==> src/rtl/prompt_sequencer_pkg.sv <==
// Shared definitions for the prompt sequencer: button codes, click masks,
// sequencer state encoding and the LFSR step rule.
package prompt_sequencer_pkg;

    localparam int unsigned CODE_W  = 3;
    localparam int unsigned MASK_W  = 8;
    localparam int unsigned STATE_W = 3;

    localparam logic [CODE_W-1:0] BTN_A     = 3'd1;
    localparam logic [CODE_W-1:0] BTN_B     = 3'd2;
    localparam logic [CODE_W-1:0] BTN_SEL   = 3'd3;
    localparam logic [CODE_W-1:0] BTN_UP    = 3'd4;
    localparam logic [CODE_W-1:0] BTN_DOWN  = 3'd5;
    localparam logic [CODE_W-1:0] BTN_LEFT  = 3'd6;
    localparam logic [CODE_W-1:0] BTN_RIGHT = 3'd7;

    localparam logic [MASK_W-1:0] MASK_A     = 8'h01;
    localparam logic [MASK_W-1:0] MASK_B     = 8'h02;
    localparam logic [MASK_W-1:0] MASK_SEL   = 8'h04;
    localparam logic [MASK_W-1:0] MASK_STAR  = 8'h08;
    localparam logic [MASK_W-1:0] MASK_UP    = 8'h10;
    localparam logic [MASK_W-1:0] MASK_DOWN  = 8'h20;
    localparam logic [MASK_W-1:0] MASK_LEFT  = 8'h40;
    localparam logic [MASK_W-1:0] MASK_RIGHT = 8'h80;

    typedef logic [STATE_W-1:0] seq_state_t;

    localparam seq_state_t ST_IDLE      = 3'd0;
    localparam seq_state_t ST_ISSUE     = 3'd1;
    localparam seq_state_t ST_WAIT_DONE = 3'd2;
    localparam seq_state_t ST_EVAL      = 3'd3;
    localparam seq_state_t ST_RELEASE   = 3'd4;
    localparam seq_state_t ST_GAP       = 3'd5;
    localparam seq_state_t ST_OVER      = 3'd6;

    // Click mask a checker expects for a given prompt code (star has no code).
    function automatic logic [MASK_W-1:0] code_to_mask(input logic [CODE_W-1:0] code);
        logic [MASK_W-1:0] m;
        m = '0;
        case (code)
            BTN_A:     m = MASK_A;
            BTN_B:     m = MASK_B;
            BTN_SEL:   m = MASK_SEL;
            BTN_UP:    m = MASK_UP;
            BTN_DOWN:  m = MASK_DOWN;
            BTN_LEFT:  m = MASK_LEFT;
            BTN_RIGHT: m = MASK_RIGHT;
            default:   m = '0;
        endcase
        return m;
    endfunction

    // 8-bit right-shifting Galois LFSR, taps 0xB8.
    function automatic logic [7:0] lfsr_next(input logic [7:0] s);
        return s[0] ? ((s >> 1) ^ 8'hB8) : (s >> 1);
    endfunction

endpackage

==> src/rtl/prompt_sequencer_lfsr.sv <==
// Prompt pseudo-random source: seed on reset, advance one step when asked.
module prompt_lfsr
    import prompt_sequencer_pkg::*;
#(
    parameter logic [7:0] SEED = 8'hA5
) (
    input  logic       clk,
    input  logic       rst,
    input  logic       step,
    output logic [7:0] state
);

    always_ff @(posedge clk) begin
        if (rst) begin
            state <= SEED;
        end else if (step) begin
            state <= lfsr_next(state);
        end
    end

endmodule

==> src/rtl/prompt_sequencer.sv <==
// Game-side initiator for the button-check handshake: issues prompts, scores
// rounds from the checker's correct count, paces and ends the game.
// Optional feature macro: PROMPT_SPEEDUP_EN (shrinking response window).
module prompt_sequencer
    import prompt_sequencer_pkg::*;
#(
    parameter int unsigned WINDOW_CYCLES = 50_000_000,
    parameter int unsigned GAP_CYCLES    = 12_500_000,
    parameter logic [7:0]  LFSR_SEED     = 8'hA5,
    parameter int unsigned MAX_MISSES    = 3
) (
    input  logic       clk,
    input  logic       rst,
    input  logic       start,
    input  logic       chk_done,
    input  logic [7:0] chk_correct,
    output logic       chk_en,
    output logic [2:0] val,
    output logic [7:0] round,
    output logic [7:0] score,
    output logic [1:0] misses,
    output logic       game_over,
    output logic       timed_out
);

    localparam int unsigned TW         = 32;
    localparam logic [TW-1:0] WIN      = TW'(WINDOW_CYCLES);
    localparam logic [TW-1:0] GAP_LOAD = TW'(GAP_CYCLES - 1);
    localparam logic [1:0] MISS_LIMIT  = 2'(MAX_MISSES);

    seq_state_t    state_q, state_d;
    logic [TW-1:0] timer_q, timer_d;
    logic [TW-1:0] win_cur;
    logic [7:0]    prev_q, prev_d;
    logic [7:0]    lfsr;
    logic          lfsr_step;
    logic          game_start;
    logic [2:0]    val_d;
    logic [7:0]    round_d, score_d;
    logic [1:0]    misses_d;
    logic          timed_out_d;

    prompt_lfsr #(.SEED(LFSR_SEED)) u_lfsr (
        .clk   (clk),
        .rst   (rst),
        .step  (lfsr_step),
        .state (lfsr)
    );

`ifdef PROMPT_SPEEDUP_EN
    localparam logic [TW-1:0] WIN_STEP  = WIN >> 4;
    localparam logic [TW-1:0] WIN_FLOOR = WIN >> 2;

    logic [TW-1:0] window_q, window_d;

    always_ff @(posedge clk) begin
        if (rst) begin
            window_q <= WIN;
        end else begin
            window_q <= window_d;
        end
    end

    assign win_cur = window_q;
`else
    assign win_cur = WIN;
`endif

    // Next state and next values of every registered output.
    always_comb begin
        state_d     = state_q;
        timer_d     = timer_q;
        prev_d      = prev_q;
        val_d       = val;
        round_d     = round;
        score_d     = score;
        misses_d    = misses;
        timed_out_d = timed_out;
        lfsr_step   = 1'b0;
        game_start  = 1'b0;
`ifdef PROMPT_SPEEDUP_EN
        window_d    = window_q;
`endif

        case (state_q)
            ST_IDLE: begin
                if (start) begin
                    game_start = 1'b1;
                    state_d    = ST_ISSUE;
                end
            end
            ST_ISSUE: begin
                lfsr_step = 1'b1;
                prev_d    = chk_correct;
                timer_d   = win_cur - TW'(1);
                state_d   = ST_WAIT_DONE;
            end
            ST_WAIT_DONE: begin
                // A done arriving on the expiry cycle still counts as an answer.
                if (chk_done) begin
                    state_d = ST_EVAL;
                end else if (timer_q == '0) begin
                    timed_out_d = 1'b1;
                    state_d     = ST_OVER;
                end else begin
                    timer_d = timer_q - TW'(1);
                end
            end
            ST_EVAL: begin
                if (chk_correct != prev_q) begin
                    score_d = (score == 8'hFF) ? score : score + 8'd1;
`ifdef PROMPT_SPEEDUP_EN
                    window_d = (window_q >= WIN_FLOOR + WIN_STEP) ? window_q - WIN_STEP
                                                                  : WIN_FLOOR;
`endif
                end else begin
                    misses_d = (misses == MISS_LIMIT) ? misses : misses + 2'd1;
                end
                state_d = ST_RELEASE;
            end
            ST_RELEASE: begin
                if (!chk_done) begin
                    timer_d = GAP_LOAD;
                    state_d = ST_GAP;
                end
            end
            ST_GAP: begin
                if (timer_q == '0) begin
                    if (misses == MISS_LIMIT || round == 8'hFF) begin
                        state_d = ST_OVER;
                    end else begin
                        state_d = ST_ISSUE;
                    end
                end else begin
                    timer_d = timer_q - TW'(1);
                end
            end
            ST_OVER: begin
                if (start) begin
                    game_start = 1'b1;
                    state_d    = ST_ISSUE;
                end
            end
            default: begin
                state_d = ST_IDLE;
            end
        endcase

        if (game_start) begin
            round_d     = '0;
            score_d     = '0;
            misses_d    = '0;
            timed_out_d = 1'b0;
`ifdef PROMPT_SPEEDUP_EN
            window_d    = WIN;
`endif
        end

        // Prompt is latched on the edge entering ISSUE so it leads chk_en by a cycle.
        if (state_d == ST_ISSUE) begin
            val_d   = (lfsr[2:0] == 3'd0) ? BTN_A : lfsr[2:0];
            round_d = (round_d == 8'hFF) ? round_d : round_d + 8'd1;
        end
    end

    always_ff @(posedge clk) begin
        if (rst) begin
            state_q   <= ST_IDLE;
            timer_q   <= '0;
            prev_q    <= '0;
            chk_en    <= 1'b0;
            val       <= '0;
            round     <= '0;
            score     <= '0;
            misses    <= '0;
            game_over <= 1'b0;
            timed_out <= 1'b0;
        end else begin
            state_q   <= state_d;
            timer_q   <= timer_d;
            prev_q    <= prev_d;
            chk_en    <= (state_d == ST_WAIT_DONE);
            val       <= val_d;
            round     <= round_d;
            score     <= score_d;
            misses    <= misses_d;
            game_over <= (state_d == ST_OVER);
            timed_out <= timed_out_d;
        end
    end

    // The Galois LFSR locks up at zero; a nonzero seed keeps it off that state.
    always_ff @(posedge clk) begin
        if (!rst) begin
            assert (lfsr != 8'h00);
        end
    end

endmodule

==> config.mk <==
export PLATFORM = sky130hd
export DESIGN_NAME = prompt_sequencer
export DESIGN_NICKNAME = d
export VERILOG_FILES = /design/src/rtl/prompt_sequencer_pkg.sv /design/src/rtl/prompt_sequencer_lfsr.sv /design/src/rtl/prompt_sequencer.sv
export SDC_FILE = /design/constraint.sdc
export NUM_CORES = 1
export LEC_CHECK = 0
export CAP_MARGIN = 20
export CORE_MARGIN = 2
export CORE_UTILIZATION = 45
export CTS_BUF_LIST = sky130_fd_sc_hd__clkbuf_8 sky130_fd_sc_hd__clkbuf_16
export CTS_CLUSTER_DIAMETER = 120
export DETAILED_ROUTE_END_ITERATION = 16
export GPL_ROUTABILITY_DRIVEN = 0
export GPL_TIMING_DRIVEN = 0
export HOLD_SLACK_MARGIN = 0.15
export PLACE_DENSITY_LB_ADDON = 0.1
export SLEW_MARGIN = 40
export SYNTH_ARGS = -nofsm -noshare
export SYNTH_HDL_FRONTEND = slang
export SYNTH_HIERARCHICAL = 1
export SYNTH_SLANG_ARGS = --single-unit
export TNS_END_PERCENT = 5
==> constraint.sdc <==
create_clock -name clk -period 2.9 [get_ports clk]
set_input_delay 0.29 -clock clk [delete_from_list [all_inputs] [get_ports clk]]
set_output_delay 0.29 -clock clk [all_outputs]
set_load 0.02 [all_outputs]
* Word-level counts from Yosys, hierarchy flattened
Index checks and enable logic that the tools add are counted.
Storage, ports and cells: bits in registers 75, input port bits 12, output and inout bits 24, logic and storage cells 66
Cells by class: $add $sub $neg 4, equal/unequal tests 16, mux-type cells 19, bitwise logic cells 5, reductions and logical operators 11
Operators by type and width (number):
- 32-bit case mux with 4 select lines | 1
- 32-bit 2-to-1 mux | 3
- 32-bit logical NOT | 1
- 8-bit 2-to-1 mux | 4
- 32-bit by 1-bit subtractor with 32-bit output (second input constant) | 1
- 8-bit == test (second input constant) | 3
- 3-bit 2-to-1 mux | 7
- 3-bit case mux with 6 select lines | 1
- 8-bit by 1-bit adder with 8-bit output (second input constant) | 2
- 3-bit == test (second input constant) | 4
- 3-bit AND reduction | 4
- 3-bit by 2-bit == test with 1-bit output (second input constant) | 3
- 8-bit inequality test | 1
- 3-bit by 1-bit == test with 1-bit output (second input constant) | 2
- 3-bit logical NOT | 2
- 2-bit inequality test (second input constant) | 2
- 1-bit NOT | 4
- 3-bit NOT with 4-bit output | 1
- 4-bit nonzero test | 1
- 2-bit OR reduction | 2
- 1-bit 2-to-1 mux | 3
- 2-bit by 1-bit adder with 2-bit output (second input constant) | 1
- 2-bit == test (second input constant) | 1
- 1-bit logical OR | 1

* Depth between registers and ports, before layout
depth in word-level cells 7, mapped depth 10, mapped depth without buffers 8

* Cells and area by module
Netlist, hierarchy kept.
Modules (own cells, without submodules):
- prompt_sequencer | instances 1, cells each 427, area each 3535.9 um^2, seq. area each 1341.3 um^2
- prompt_lfsr | instances 1, cells each 30, area each 305.3 um^2, seq. area each 160.2 um^2

* Worst setup path before layout
No wires, ideal clock.
kind reg2reg, start point register state_q[2], end point register round[3], library setup time 0.070 ns, arrival time 2.207 ns, data required time 2.830 ns, setup slack 0.623 ns, cell stages (with the launch flop) 10, path buffers 1, period minus slack after synthesis 2.277 ns, cells stage by stage dfxtp_1 > clkbuf_1 > xnor2_1 > nand3_1 > and2_1 > ha_1 > nand2_1 > nor2_1 > or4_1 > a21oi_1
Between the ends: word-level cells in the longest chain between the ends 7, elaborated cells between the ends (all ways) 21, classes of those cells 1 x add/sub; 8 x eq/ne; 10 x mux; 2 x reduce/logical
RTL lines:
- start: declaration | RTL line prompt_sequencer.sv:31 | seq_state_t state_q, state_d;
- start signal: assignment | RTL line prompt_sequencer.sv:179 | state_q <= state_d;
- 3-bit == test / 3-bit logical NOT (equally long branches) | RTL line prompt_sequencer.sv:85 | case (state_q)
- 2-bit OR reduction (no line)
- 1-bit 2-to-1 mux
- 8-bit 2-to-1 mux | RTL line prompt_sequencer.sv:149 | if (game_start) begin
- 8-bit by 1-bit adder with 8-bit output / 8-bit == test (equally long branches) | RTL line prompt_sequencer.sv:162 | round_d = (round_d == 8'hFF) ? round_d : round_d + 8'd1;
- 8-bit 2-to-1 mux | RTL line prompt_sequencer.sv:162
- 8-bit 2-to-1 mux (*) | RTL line prompt_sequencer.sv:160 | if (state_d == ST_ISSUE) begin
- end signal: assignment | RTL line prompt_sequencer.sv:184 | round <= round_d;
- end: declaration | RTL line prompt_sequencer.sv:19 | output logic [7:0] round,
Every way passes the cells marked *; elsewhere a longest branch is shown, timed or not. A chain may end at the register's enable or synchronous reset.

* Worst setup path in the final report
start point register timer_q[11], end point register timer_q[4]
Between the ends: word-level cells in the longest chain between the ends 4
RTL lines:
- start: declaration | RTL line prompt_sequencer.sv:32 | logic [TW-1:0] timer_q, timer_d;
- start signal: assignment | RTL line prompt_sequencer.sv:180 | timer_q <= timer_d;
- 32-bit logical NOT (*) | RTL line prompt_sequencer.sv:102, prompt_sequencer.sv:128
- 32-bit 2-to-1 mux (*)
- 32-bit 2-to-1 mux
- 32-bit case mux with 4 select lines (*)
Every way passes the cells marked *; elsewhere a longest branch is shown, timed or not. The select of a mux whose other input is x is not followed.

==> run summary <==
Htree depth - 3
CTS buffer count - 9
Slew margin rel. - 0.560
Fin crit period - 2.62 ns
Crit path max fanout - 7
Layout cells sized above 1 - 0.0689
CP max stage cell - nor4_1
Startpoint types - register
Initial cell density of the core - 0.465
Wire length per cell - 15.3 um
Worst Setup EP - timer_q[4]
1st-pass router iterations - 5
Clk Latency, worst-skew pair - 0.35 ns
Worst vdd ir - 402 uV
GRT Total Usage - 0.211
Area contributors post-synth - dfxtp_1 39%, nor2_1 6.4%, xnor2_1 5.2%
TritonCTS clock tree - built
WHS - 0.464 ns
Synthesis-to-finish area growth - 18.4%
Vias after detailed routing - 3497
DP Area - 0.00433 mm^2
First-pass GRT wire length - 15400 um
Worst endpoint required time - 3.10 ns
Max Root-Sink Buffers - 2
Cell Area, Synth - 0.00384 mm^2
Num ports - 36
Reg2reg path depth - 7
Dpl hpwl - 6650 um
DRT antenna net count - 0
Height of the die - 96.4 um
Remaining Overflow, GRT - 0
CP max stage delay - 0.58 ns
Initial antenna violation count - 0
Setup Skew - 0.00989 ns
Fin. Hold Viols - 0
R2r startpoint - timer_q[11]
Cell taking the most area after synthesis - dfxtp_1
Syn. warnings - 6
Crit share post-route - 0.904
Synth Register Bits - 75
Top_reg_cell synth - dfxtp_1
Final WL - 9370 um
Seq/Total Area, Yosys - 0.391
Number of global-route vias before repair - 3184
Unrepaired setup endpoints after global routing - no
CTS Root Buffer Type - clkbuf_8
R2R Setup Slk - 0.28 ns
Top-area cell type share of the netlist area - 0.391
Pre-CTS WS - 0.107 ns
Status - complete, no violations
DR vias/cell - 5.70
Port-buffer cells - 35
Crit path arrival time - 2.82 ns
DRC viols - 0
Die Wd - 96.4 um
Origin of the worst setup path - timer_q[11]
Most used cell, CP - a311oi_1
Clock sinks - 75
Worst min-delay path category - register to register
Setup CP Type - register to register
Final setup violation count - 0
Max-Cap Viols - 0
Setup TNS - 0 ns
Setup slack after layout - 0.278 ns
Core area - 0.00826 mm^2
Largest net degree at the start of global routing - 14
Nets@finish - 520
Final Cell Area - 0.00455 mm^2
Antenna Diode Count - 0
Worst-path clk slew - 0.09 ns
Slew Viols, Final - 0
Max Clk Rate - 0.381 GHz
Asr flop ratio synth - 0
Pleak - 1.63 nW
Worst slew pin tran - 0.655 ns
Number of synthesized flops with an enable pin - 0
Worst R2R End - timer_q[4]
Crit-path cells - nor4_1 > and3_1 > clkbuf_1 > nand4_1 > and2_1 > a311oi_1 > a311oi_1
Count leader, synth - dfxtp_1
Die ar. - 0.00929 mm^2
Syn nets - 474
Syn avg cell area - 8.41 um^2
Syn Inst Count - 457
FP Rows - 33
Critical Path Sink Type - register
DR iter-0 viols - 175
Top cells by count, synth - 75 x dfxtp_1, 66 x nor2_1, 30 x a21oi_1
Synth unique cells - 57
Power Dens Cells - 653 mW/mm^2
==> metal layers <==
metal	GRT usage	wire length, um
met1	0.296	4550
met2	0.329	4180
met3	0.0497	497
met4	0.0552	136
met5	0	0
==> cell usage in the layout, fill, tap and decap left out, types with 5 or more instances in the layout <==
master,count
a21oi_1,30
a31oi_1,6
and2_1,7
and3_1,9
clkbuf_1,16
clkbuf_8,9
clkdlybuf4s50_1,35
dfxtp_1,75
ha_1,5
inv_1,8
mux2i_1,15
nand2_1,26
nand2b_1,7
nand3_1,12
nand4_1,9
nor2_1,66
nor3_1,20
nor4_1,17
o21ai_0,11
o21ai_1,6
or3_1,5
or4_1,6
xnor2_1,23
xor2_1,15
==> stage by stage <==
step	total power, mW	util	cells
2_1_floorplan	1.86	-	457
5_1_grt	3.15	0.551	613
4_1_cts	2.99	0.550	613
3_5_place_dp	2.09	0.524	597
6_report	2.97	0.551	613
3_3_place_gp	2.07	0.523	597
==> where the power goes <==
| group | total (mW) | switching [mW] | internal [mW] |
|---|---|---|---|
| sequential | 1.22 | 0.0914 | 1.13 |
| clock | 0.892 | 0.409 | 0.483 |
| combinational | 0.860 | 0.527 | 0.333 |
==> area by class of cell <==
type	count	area, um^2
Timing Repair Buffer	35	350
Fill cell	811	3710
Clock buffer	9	124
Inverter	7	26.3
Buffer	23	97.6
Sequential cell	75	1500
Multi-Input combinational cell	352	2220
Tap cell	105	131
Clock inverter	7	93.8
==> sequential cells by signal, summed over array words and instances, names as in the netlist, 2 cells and up <==
register / flops
misses: 2
prev_q: 8
round: 8
score: 8
state_q: 3
timer_q: 32
u_lfsr/state: 8
val: 3
==> worst min path at each step <==
stage | start | to | slack, ns | depth (start not counted)
6_report | val[2] | val[2] | 0.46 | 2
5_1_grt | val[2] | val[2] | 0.49 | 2
4_1_cts | val[1] | val[1] | 0.47 | 2
3_5_place_dp | val[1] | val[1] | 0.45 | 2
3_3_place_gp | val[1] | val[1] | 0.45 | 2
2_1_floorplan | rst | u_lfsr/state[1] | 0.36 | 1
==> worst max-delay path: cells and delay by family, from the launching register on <==
kind	cells	cell delay, ns
AO/OA/AOI/OAI	2	0.39
buffers and inverters	1	0.27
flip-flops	1	0.38
AND/OR/NAND/NOR	4	1.42
==> cell families (layout without fill, tap and decap cells) <==
group,after synthesis,after routing,synth area share
buffers and inverters,30,81,0.0319
AND/OR/NAND/NOR,212,212,0.299
flip-flops,75,75,0.391
XOR/XNOR,38,38,0.0866
AO/OA/AOI/OAI,81,81,0.133
multiplexers,16,16,0.0420
adder cells (fa/ha/maj),5,5,0.0163
==> timing repair <==
item | CTS | global route
hold buffers | 0 | 0
setup buffers | 0 | 0
setup endpoints to repair | 0 | 1
gates resized for setup | 0 | 2
(Power assumes the default switching activity.)
